### src/rtl/tot_pattern_gen.sv
// tot_pattern_gen: synthetic PMT square-pulse source for the 40 MHz ToT trigger path.
// On START it latches the burst parameters and plays LEAD baseline ticks, then
// NPULSES pulses of max(PULSE_LEN,1) ticks, separated by max(GAP,1) baseline ticks.
// The state machine advances only on 40 MHz ticks (ENABLE40 == 0). All outputs are
// registered and are refreshed on every CLK120 edge.
// Optional build macro TOT_PATGEN_NOISE_EN adds 0..3 LSB of LFSR noise to every
// sample, saturating at full scale. Without the macro no LFSR is built.
module tot_pattern_gen #(
  parameter int ADC_WIDTH = 12,
  parameter int CNT_WIDTH = 7,
  parameter int LEN_WIDTH = 4
) (
  input  logic                 CLK120,
  input  logic                 RESET,
  input  logic [1:0]           ENABLE40,
  input  logic                 START,
  input  logic [ADC_WIDTH-1:0] BASELINE,
  input  logic [ADC_WIDTH-1:0] AMPLITUDE,
  input  logic [2:0]           PMT_MASK,
  input  logic [CNT_WIDTH-1:0] NPULSES,
  input  logic [LEN_WIDTH-1:0] PULSE_LEN,
  input  logic [LEN_WIDTH-1:0] GAP,
  input  logic [LEN_WIDTH-1:0] LEAD,
  output logic [ADC_WIDTH-1:0] ADC0,
  output logic [ADC_WIDTH-1:0] ADC1,
  output logic [ADC_WIDTH-1:0] ADC2,
  output logic                 BUSY,
  output logic                 DONE,
  output logic                 PULSE_ACTIVE
);

  // Generator states
  localparam logic [2:0] S_IDLE = 3'd0;
  localparam logic [2:0] S_LEAD = 3'd1;
  localparam logic [2:0] S_HIGH = 3'd2;
  localparam logic [2:0] S_LOW  = 3'd3;
  localparam logic [2:0] S_FIN  = 3'd4;

  // Hold counters count down to zero and the state is left on the tick that
  // finds them at zero, so a hold of k ticks loads k-1. A zero length is
  // treated as one tick so every phase lasts at least one 40 MHz period.
  function automatic logic [LEN_WIDTH-1:0] f_hold_load(input logic [LEN_WIDTH-1:0] len);
    logic [LEN_WIDTH-1:0] res;
    if (len == {LEN_WIDTH{1'b0}}) begin
      res = {LEN_WIDTH{1'b0}};
    end else begin
      res = len - LEN_WIDTH'(1);
    end
    return res;
  endfunction

  // Current state and counters
  logic [2:0]           r_state;
  logic [LEN_WIDTH-1:0] r_hold;
  logic [CNT_WIDTH-1:0] r_pulses;

  // Parameters latched when a burst is accepted
  logic [ADC_WIDTH-1:0] r_amp;
  logic [ADC_WIDTH-1:0] r_base;
  logic [2:0]           r_mask;
  logic [LEN_WIDTH-1:0] r_plen;
  logic [LEN_WIDTH-1:0] r_gap;

  // Registered outputs
  logic [ADC_WIDTH-1:0] r_adc0;
  logic [ADC_WIDTH-1:0] r_adc1;
  logic [ADC_WIDTH-1:0] r_adc2;
  logic                 r_busy;
  logic                 r_done;
  logic                 r_pulse_active;

  // Next-state values
  logic                 w_tick;
  logic                 w_accept;
  logic [2:0]           w_state_nxt;
  logic [LEN_WIDTH-1:0] w_hold_nxt;
  logic [CNT_WIDTH-1:0] w_pulses_nxt;

  // Sample selection
  logic                 w_high;
  logic [ADC_WIDTH-1:0] w_base_sel;
  logic [ADC_WIDTH-1:0] w_adc0_raw;
  logic [ADC_WIDTH-1:0] w_adc1_raw;
  logic [ADC_WIDTH-1:0] w_adc2_raw;
  logic [ADC_WIDTH-1:0] w_adc0_q;
  logic [ADC_WIDTH-1:0] w_adc1_q;
  logic [ADC_WIDTH-1:0] w_adc2_q;

  assign w_tick = (ENABLE40 == 2'd0);

  // Burst sequencing: state transitions, hold countdown and remaining-pulse count
  always_comb begin
    w_state_nxt  = r_state;
    w_hold_nxt   = r_hold;
    w_pulses_nxt = r_pulses;
    w_accept     = 1'b0;
    case (r_state)
      S_IDLE: begin
        if (START) begin
          w_accept     = 1'b1;
          w_pulses_nxt = NPULSES;
          w_hold_nxt   = f_hold_load(LEAD);
          if (NPULSES == {CNT_WIDTH{1'b0}}) begin
            w_state_nxt = S_FIN;
          end else begin
            w_state_nxt = S_LEAD;
          end
        end else begin
          w_state_nxt = S_IDLE;
        end
      end
      S_LEAD: begin
        if (w_tick) begin
          if (r_hold == {LEN_WIDTH{1'b0}}) begin
            w_state_nxt = S_HIGH;
            w_hold_nxt  = f_hold_load(r_plen);
          end else begin
            w_hold_nxt = r_hold - LEN_WIDTH'(1);
          end
        end else begin
          w_hold_nxt = r_hold;
        end
      end
      S_HIGH: begin
        if (w_tick) begin
          if (r_hold == {LEN_WIDTH{1'b0}}) begin
            // Pulse finished: consume one from the burst, never wrapping below 0
            if (r_pulses == {CNT_WIDTH{1'b0}}) begin
              w_pulses_nxt = {CNT_WIDTH{1'b0}};
            end else begin
              w_pulses_nxt = r_pulses - CNT_WIDTH'(1);
            end
            if (r_pulses > CNT_WIDTH'(1)) begin
              w_state_nxt = S_LOW;
              w_hold_nxt  = f_hold_load(r_gap);
            end else begin
              w_state_nxt = S_FIN;
              w_hold_nxt  = {LEN_WIDTH{1'b0}};
            end
          end else begin
            w_hold_nxt = r_hold - LEN_WIDTH'(1);
          end
        end else begin
          w_hold_nxt = r_hold;
        end
      end
      S_LOW: begin
        if (w_tick) begin
          if (r_hold == {LEN_WIDTH{1'b0}}) begin
            w_state_nxt = S_HIGH;
            w_hold_nxt  = f_hold_load(r_plen);
          end else begin
            w_hold_nxt = r_hold - LEN_WIDTH'(1);
          end
        end else begin
          w_hold_nxt = r_hold;
        end
      end
      S_FIN: begin
        // DONE is issued from this state on the edge that returns to IDLE
        w_state_nxt  = S_IDLE;
        w_hold_nxt   = {LEN_WIDTH{1'b0}};
        w_pulses_nxt = {CNT_WIDTH{1'b0}};
      end
      default: begin
        w_state_nxt  = S_IDLE;
        w_hold_nxt   = {LEN_WIDTH{1'b0}};
        w_pulses_nxt = {CNT_WIDTH{1'b0}};
      end
    endcase
  end

  // State register, counters and parameter latches captured on an accepted START
  always_ff @(posedge CLK120) begin
    if (RESET) begin
      r_state  <= S_IDLE;
      r_hold   <= {LEN_WIDTH{1'b0}};
      r_pulses <= {CNT_WIDTH{1'b0}};
      r_amp    <= {ADC_WIDTH{1'b0}};
      r_base   <= {ADC_WIDTH{1'b0}};
      r_mask   <= 3'b000;
      r_plen   <= {LEN_WIDTH{1'b0}};
      r_gap    <= {LEN_WIDTH{1'b0}};
    end else begin
      r_state  <= w_state_nxt;
      r_hold   <= w_hold_nxt;
      r_pulses <= w_pulses_nxt;
      if (w_accept) begin
        r_amp  <= AMPLITUDE;
        r_base <= BASELINE;
        r_mask <= PMT_MASK;
        r_plen <= PULSE_LEN;
        r_gap  <= GAP;
      end
    end
  end

  // Per-channel sample: latched amplitude on enabled channels in HIGH, else baseline.
  // In IDLE the live baseline is followed so the idle level tracks the input.
  always_comb begin
    w_high = (r_state == S_HIGH);
    if (r_state == S_IDLE) begin
      w_base_sel = BASELINE;
    end else begin
      w_base_sel = r_base;
    end
    if (w_high && r_mask[0]) begin
      w_adc0_raw = r_amp;
    end else begin
      w_adc0_raw = w_base_sel;
    end
    if (w_high && r_mask[1]) begin
      w_adc1_raw = r_amp;
    end else begin
      w_adc1_raw = w_base_sel;
    end
    if (w_high && r_mask[2]) begin
      w_adc2_raw = r_amp;
    end else begin
      w_adc2_raw = w_base_sel;
    end
  end

`ifdef TOT_PATGEN_NOISE_EN
  // 16-bit Fibonacci LFSR, taps 16,14,13,11, shifting toward bit 0
  function automatic logic [15:0] f_lfsr_next(input logic [15:0] s);
    logic fb;
    fb = s[0] ^ s[2] ^ s[3] ^ s[5];
    return {fb, s[15:1]};
  endfunction

  // Add a small unsigned noise value, clamping at full scale
  function automatic logic [ADC_WIDTH-1:0] f_sat_add(input logic [ADC_WIDTH-1:0] a,
                                                     input logic [1:0]           n);
    logic [ADC_WIDTH:0] sum;
    sum = {1'b0, a} + {{(ADC_WIDTH-1){1'b0}}, n};
    if (sum[ADC_WIDTH]) begin
      return {ADC_WIDTH{1'b1}};
    end else begin
      return sum[ADC_WIDTH-1:0];
    end
  endfunction

  logic [15:0] r_lfsr;

  // Noise source: seeded on reset, stepped once per 40 MHz tick
  always_ff @(posedge CLK120) begin
    if (RESET) begin
      r_lfsr <= 16'hACE1;
    end else if (w_tick) begin
      r_lfsr <= f_lfsr_next(r_lfsr);
    end else begin
      r_lfsr <= r_lfsr;
    end
  end

  assign w_adc0_q = f_sat_add(w_adc0_raw, r_lfsr[1:0]);
  assign w_adc1_q = f_sat_add(w_adc1_raw, r_lfsr[1:0]);
  assign w_adc2_q = f_sat_add(w_adc2_raw, r_lfsr[1:0]);
`else
  assign w_adc0_q = w_adc0_raw;
  assign w_adc1_q = w_adc1_raw;
  assign w_adc2_q = w_adc2_raw;
`endif

  // Output registers: samples, handshake flags and the pulse marker
  always_ff @(posedge CLK120) begin
    if (RESET) begin
      r_adc0         <= {ADC_WIDTH{1'b0}};
      r_adc1         <= {ADC_WIDTH{1'b0}};
      r_adc2         <= {ADC_WIDTH{1'b0}};
      r_busy         <= 1'b0;
      r_done         <= 1'b0;
      r_pulse_active <= 1'b0;
    end else begin
      r_adc0         <= w_adc0_q;
      r_adc1         <= w_adc1_q;
      r_adc2         <= w_adc2_q;
      r_busy         <= (w_state_nxt != S_IDLE);
      r_done         <= (r_state == S_FIN);
      r_pulse_active <= w_high;
    end
  end

  assign ADC0         = r_adc0;
  assign ADC1         = r_adc1;
  assign ADC2         = r_adc2;
  assign BUSY         = r_busy;
  assign DONE         = r_done;
  assign PULSE_ACTIVE = r_pulse_active;

endmodule

### config.mk
export PLATFORM = sky130hd
export DESIGN_NAME = tot_pattern_gen
export DESIGN_NICKNAME = d
export VERILOG_FILES = /design/src/rtl/tot_pattern_gen.sv
export SDC_FILE = /design/constraint.sdc
export NUM_CORES = 1
export LEC_CHECK = 0
export CAP_MARGIN = 25
export CORE_UTILIZATION = 45
export DETAILED_ROUTE_END_ITERATION = 10
export GPL_TIMING_DRIVEN = 1
export PLACE_DENSITY_LB_ADDON = 0.3
export REMOVE_ABC_BUFFERS = 1
export SETUP_SLACK_MARGIN = 0.3
export SLEW_MARGIN = 25
export SYNTH_ARGS = -nofsm -noshare
export SYNTH_HDL_FRONTEND = slang
export SYNTH_SLANG_ARGS = --single-unit
export TNS_END_PERCENT = 50
### constraint.sdc
create_clock -name CLK120 -period 2.1 [get_ports CLK120]
set_clock_uncertainty 0.2 [all_clocks]
set_input_delay 0.42 -clock CLK120 [delete_from_list [all_inputs] [get_ports CLK120]]
set_output_delay 0.42 -clock CLK120 [all_outputs]
set_load 0.01 [all_outputs]
==> flow_summary_export.csv, run 1 <==
group,metric,value,unit
setup_path,setup.worst_path.start_class,"register",
layout,diodes,0,
global_routing,grt_max_degree,80,
route,vias_per_cell,5.493,
setup_path,worstSetupPathType,"register to register",
pwr,peakVddDrop,0.4644,mV
floorplan,fp.dieW,94.56,µm
setup_path,r2r_setup_slack,50,ps
global_routing,grt.overflow.total,0,
timing,worst_pin_slew,449.9,ps
hold_path,hold-path-endpoint,"r_mask[2]",
cts,clk_latency,370,ps
timing,maxSlewHeadroom,0.7001,
synthesis,synth-edff-count,0,
synthesis,ys_warn_count,0,
floorplan,die_area,8941,µm²
setup_path,arrival,2120,ps
cts,cts-htree-levels,3,
pwr,powerDensity,764.1,nW/µm²
layout,area.growth.synth_to_final,45.67,%
synthesis,ys_ff_latch,88,
cts,clock_path_buffers,2,
layout,final_common_cell,"nand2_1",
timing,setup_ws,49.07,ps
layout,fillers,664,
timing,period_share,0.9766,
floorplan,die_height,94.56,µm
floorplan,pin_count,90,
synthesis,syn_area_per_cell,8.202,µm²
timing,max_freq,487.6,MHz
layout,nNetsFinal,645,
global_routing,grt_usage,0.2434,
floorplan,core-area,8258,µm²
layout,ff_latch_area,1777,µm²
floorplan,rows,33,
setup_path,worstPathMaxFanout,4,
route,wire_per_inst,15.95,µm
layout,drive_above_1_share,0.1885,
timing,rsz0062_at_grt,"true",
synthesis,netlist_instances,470,
route,ant_nets,0,
timing,min_period,2051,ps
route,first_pass_iters,5,
place,place_congestion,0.9154,
setup_path,worstReg2RegEnd,"r_hold[3]",
synthesis,syn_area,3855,µm²
hold_path,hold_class,"register to register",
cts,cts-root-buf,"clkbuf_8",
global_routing,grt_pass1_wl,16660,µm
place,placement.setup.worst_slack,-60.80,ps
pwr,p_leak,2.616,nW
layout,fin_util,0.6800,
synthesis,seq_area_frac_synth,0.4570,
place,hpwl,7137,µm
synthesis,ys_types,45,
layout,multi_input_area,2161,µm²
synthesis,postSynth.asyncResetShare,0,
place,io_buffers,89,
synthesis,synth_top_flop_cell,"dfxtp_1",
layout,most-common-layout-cells,"nand2_1, dfxtp_1, nor2_1",
run,cap_violations,0,
timing,hold-worst-slack,259.6,ps
route,drcViolationCount,0,
route,vias,3812,
route,totalWireLength,11070,µm
global_routing,antenna_found_initial,0,
setup_path,cp-end-kind,"register",
route,first_iter_violations,241,
timing,finalHoldViolCount,0,
cts,cts_made_buffers,9,
hold_path,hold_path_startpoint,"r_mask[2]",
setup_path,worstPathRequired,2160,ps
setup_path,r2r_cells,5,
cts,cts_sinks,88,
layout,stdcell_area,5615,µm²
hold_path,worst_hold_path.num_cells,2,
setup_path,reg2reg_from,"r_pulses[4]",
floorplan,start_util,0.4668,
timing,report.final.slew_viol_count,0,
place,placed_cell_area,5057,µm²
cts,cts_tree,"built",
global_routing,grt_pass1_vias,3630,
cts,clk_pin_slew,100,ps
status,status,"complete, no violations",
timing,setup_violations,0,
-- registers in the layout, indices dropped and copies added (netlist names) --
name / count
PULSE_ACTIVE: 1
ADC1: 12
ADC2: 12
r_state: 3
r_amp: 12
r_mask: 3
r_plen: 4
r_gap: 4
r_base: 12
DONE: 1
r_hold: 4
r_pulses: 7
BUSY: 1
ADC0: 12
-- final cells by class --
| cell class | count | area share |
|---|---|---|
| clock inverter | 7 | 0.01381 |
| sequential | 88 | 0.3164 |
| inverter | 13 | 0.009135 |
| multi-input combinational | 340 | 0.3848 |
| clock buffer | 9 | 0.02206 |
| timing repair buffer | 132 | 0.2304 |
| tap | 105 | 0.02340 |
-- cell families (layout without fill, tap and decap cells) --
family / after synthesis / count (layout) / share of synthesized area
compound gates: 125 / 125 / 0.2055
xor+xnor: 1 / 1 / 0.002272
fa+ha+maj: 10 / 10 / 0.03246
buf+inv: 42 / 161 / 0.04220
flops: 88 / 88 / 0.4570
mux: 15 / 15 / 0.03960
simple gates: 189 / 189 / 0.2210
-- what timing repair did --
item | in CTS | in global routing
hold buffers | 0 | 0
buffers inserted | 6 | 4
endpoints found under the setup margin | 92 | 78
resized for setup | 66 | 43
pin swaps | 17 | 11
-- per-stage QoR --
stage	TNS (ps)	power, mW	instances
CTS	0	4.193	690
finish	0	4.291	694
global placement	-77.47	2.872	668
global route	-17.11	4.486	694
floorplan	-61410	2.414	441
detailed placement	-242.4	2.897	668
-- synthesized netlist by cell type, types with 2 or more instances --
cell / n / share of area
a211o_1: 2 / 0.0045
a211oi_1: 37 / 0.072
a21o_1: 2 / 0.0039
a21oi_1: 47 / 0.061
a221oi_1: 4 / 0.0091
a22o_1: 3 / 0.0068
a31oi_1: 4 / 0.0065
buf_2: 4 / 0.0052
clkbuf_1: 24 / 0.023
dfxtp_1: 88 / 0.46
ha_1: 10 / 0.032
inv_1: 13 / 0.013
mux2_2: 2 / 0.0058
mux2i_1: 13 / 0.034
nand2_1: 94 / 0.092
nand2b_1: 2 / 0.0032
nand3_1: 3 / 0.0039
nor2_1: 53 / 0.052
nor2b_1: 4 / 0.0065
nor3_1: 10 / 0.013
nor3b_1: 2 / 0.0039
nor3b_2: 2 / 0.0065
nor4_1: 2 / 0.0032
o21ai_0: 15 / 0.019
o21bai_1: 2 / 0.0039
o22ai_1: 4 / 0.0065
o41ai_1: 2 / 0.0045
or2_2: 2 / 0.0032
or3_1: 2 / 0.0032
or3b_2: 2 / 0.0045
or4b_2: 2 / 0.0052
-- worst max-delay path, stage by stage, from the launching register on --
cell,delay (ps)
dfxtp_2,340
or3_4,390
or4b_4,530
a21o_1,190
a221oi_2,220
o21ai_1,80
-- worst max-delay path by stage --
stage	start	to	slack, ps	cells past startpoint
after global routing	r_pulses[4]	r_hold[3]	-20	5
final	r_pulses[4]	r_hold[3]	50	5
after CTS	r_pulses[4]	r_hold[3]	80	5
after floorplan	r_state[0]	r_hold[1]	-980	5
after global placement	START	r_hold[2]	-50	6
after detailed placement	START	r_hold[2]	-60	6
-- layer usage --
layer | vias to the layer above | GRT usage | wire length [µm]
met5 | - | 0 | 0
met1 | 1786 | 0.2934 | 4544
li1 | 1859 | - | -
met4 | 0 | 0.1023 | 254
met2 | 142 | 0.4179 | 5587
met3 | 25 | 0.05314 | 680
-- report_power, final --
part / internal (mW) / switching [mW] / total (mW)
Combinational: 0.597 / 0.575 / 1.17
Clock: 0.563 / 0.652 / 1.21
Sequential: 1.81 / 0.0972 / 1.90
No activity file was read; power rests on OpenSTA's default activity.
==> inputs of run 2 (changes only) <==
--- a/config.mk
+++ b/config.mk
@@ -10,9 +10,10 @@
 export DETAILED_ROUTE_END_ITERATION = 10
 export GPL_TIMING_DRIVEN = 1
 export PLACE_DENSITY_LB_ADDON = 0.3
+export RECOVER_POWER = 100
 export REMOVE_ABC_BUFFERS = 1
 export SETUP_SLACK_MARGIN = 0.3
-export SLEW_MARGIN = 25
+export SLEW_MARGIN = 0
 export SYNTH_ARGS = -nofsm -noshare
 export SYNTH_HDL_FRONTEND = slang
 export SYNTH_SLANG_ARGS = --single-unit
==> run 2 against run 1 <==
Final cell count unchanged. Sequential share of layout area grew 0.54 points. Clock power about the same. Power shrank 0.51%. Critical path depth is the same. Via count down 0.13%. Combinational power about the same. Sequential cell count did not move. Global-route usage unchanged. Critical path type unchanged.
==> flow_summary_export.csv, run 2 (synthesized netlist as in run 1, its figures left out) <==
group,metric,value,unit
route,first_iter_violations,277,
cts,clock_path_buffers,2,
setup_path,arrival,2110,ps
floorplan,die_height,94.56,µm
cts,cts_tree,"built",
setup_path,worstPathRequired,2170,ps
pwr,p_leak,2.320,nW
timing,period_share,0.9714,
layout,drive_above_1_share,0.1783,
timing,setup_ws,60.10,ps
floorplan,die_area,8941,µm²
hold_path,hold_class,"register to register",
place,placed_cell_area,5057,µm²
timing,max_freq,490.2,MHz
floorplan,pin_count,90,
cts,cts_made_buffers,9,
timing,maxSlewHeadroom,0.6823,
route,vias,3807,
setup_path,cp_slowest_cell,"or4b_4",
pwr,powerDensity,773.6,nW/µm²
setup_path,worstSetupPathType,"register to register",
place,io_buffers,89,
layout,stdcell_area,5518,µm²
cts,cts_sinks,88,
floorplan,rows,33,
setup_path,setup.worst_path.start_class,"register",
place,place_congestion,0.9154,
cts,cts-htree-levels,3,
global_routing,antenna_found_initial,0,
setup_path,path_cells,"or3_4 -> or4b_4 -> a21o_1 -> a221oi_2 -> o21ai_1",
setup_path,cp-end-kind,"register",
global_routing,grt_pass1_wl,16660,µm
timing,min_period,2040,ps
route,vias_per_cell,5.486,
timing,rsz0062_at_grt,"true",
layout,nNetsFinal,645,
floorplan,core-area,8258,µm²
timing,setup_violations,0,
route,totalWireLength,11010,µm
status,status,"complete, no violations",
pwr,peakVddDrop,0.4657,mV
floorplan,start_util,0.4668,
run,cap_violations,0,
timing,hold-worst-slack,258.5,ps
layout,most-common-layout-cells,"nand2_1, dfxtp_1, nor2_1",
timing,finalHoldViolCount,0,
global_routing,grt_usage,0.2434,
cts,cts-root-buf,"clkbuf_8",
route,ant_nets,0,
cts,clk_latency,370,ps
layout,final_common_cell,"nand2_1",
floorplan,fp.dieW,94.56,µm
setup_path,worstPathMaxFanout,4,
timing,report.final.slew_viol_count,0,
route,wire_per_inst,15.87,µm
setup_path,slowest_delay,530,ps
timing,worst_pin_slew,475.3,ps
cts,clk_pin_slew,100,ps
layout,area.growth.synth_to_final,43.14,%
place,hpwl,7137,µm
route,drcViolationCount,0,
global_routing,grt_max_degree,80,
global_routing,grt.overflow.total,0,
global_routing,grt_pass1_vias,3630,
layout,diodes,0,
layout,fillers,687,
route,first_pass_iters,4,
place,placement.setup.worst_slack,-60.80,ps
run 2: cell count changes in the layout (fill, tap and decap cells not counted), moves of 2 or more:
| cell | before | now |
|---|---|---|
| dlygate4sd3_1 | 0 | 2 |
| buf_4 | 33 | 26 |
| dlymetal6s2s_1 | 18 | 0 |
| clkdlybuf4s25_1 | 0 | 18 |
| clkbuf_2 | 0 | 5 |
| clkdlybuf4s50_1 | 51 | 49 |
| clkbuf_1 | 0 | 2 |
run 2: through the flow:
| stage | utilization | power (mW) | instances | TNS [ps] |
|---|---|---|---|---|
| after global placement | 0.6124 | 2.872 | 668 | -77.47 |
| after floorplan | - | 2.414 | 441 | -61410 |
| final | 0.6682 | 4.269 | 694 | 0 |
| after CTS | 0.6582 | 4.193 | 690 | 0 |
| after detailed placement | 0.6124 | 2.897 | 668 | -242.4 |
| after global routing | 0.6682 | 4.467 | 694 | -17.11 |
run 2: worst max-delay path: cells and delay by family (launching register included):
| kind | cells | cell delay [ps] |
|---|---|---|
| and+or+nand+nor | 2 | 920 |
| AOI/OAI and AO/OA | 3 | 490 |
| DFF | 1 | 340 |
run 2: worst paths after layout:
path	start	endpoint	slack, ps	cells past startpoint
hold reg to reg	r_mask[2]	r_mask[2]	260	2
hold / removal	r_mask[2]	r_mask[2]	260	2
setup / recovery	r_pulses[4]	r_hold[3]	60	5
setup reg to reg	r_pulses[4]	r_hold[3]	60	5
run 2: timing repair:
item	CTS	global route
pin swaps	17	11
gates resized for setup	66	43
endpoints found under the setup margin	92	78
hold buffers	0	0
endpoints found under the hold margin	0	0
buffers inserted	6	4
cloned	0	0
run 2: metal layers:
metal	global-route usage	up-vias	wire length, µm
met5	0	-	0
met4	0.1023	0	229
met3	0.05314	21	560
met2	0.4179	119	5590
met1	0.2934	1807	4633
li1	-	1860	-
run 2: area by class of cell:
cell class              instances  area, µm²  area share
multi-input cells             340       2130      0.3859
flip-flops and latches         88       1775      0.3218
repair buffers                132       1229      0.2227
well taps                     105      131.4     0.02381
clock buffers                   9      123.9     0.02245
clock inverters                 7      77.57     0.01406
inverters                      13      51.30    0.009297
run 2: power by group:
group / total [mW] / leakage (nW) / internal (mW) / switching, mW
registers: 1.91 / 0.728 / 1.81 / 0.0985
clock network: 1.21 / 0.101 / 0.563 / 0.652
logic: 1.15 / 1.49 / 0.585 / 0.563
total: 4.27 / 2.32 / 2.95 / 1.31
==> inputs of run 3 (changes only) <==
--- a/config.mk
+++ b/config.mk
@@ -5,7 +5,7 @@
 export SDC_FILE = /design/constraint.sdc
 export NUM_CORES = 1
 export LEC_CHECK = 0
-export CAP_MARGIN = 25
+export CAP_MARGIN = 20
 export CORE_UTILIZATION = 45
 export DETAILED_ROUTE_END_ITERATION = 10
 export GPL_TIMING_DRIVEN = 1
==> results of run 3 <==
Same layout as run 2: the final DEF is identical, and so are final timing and power.
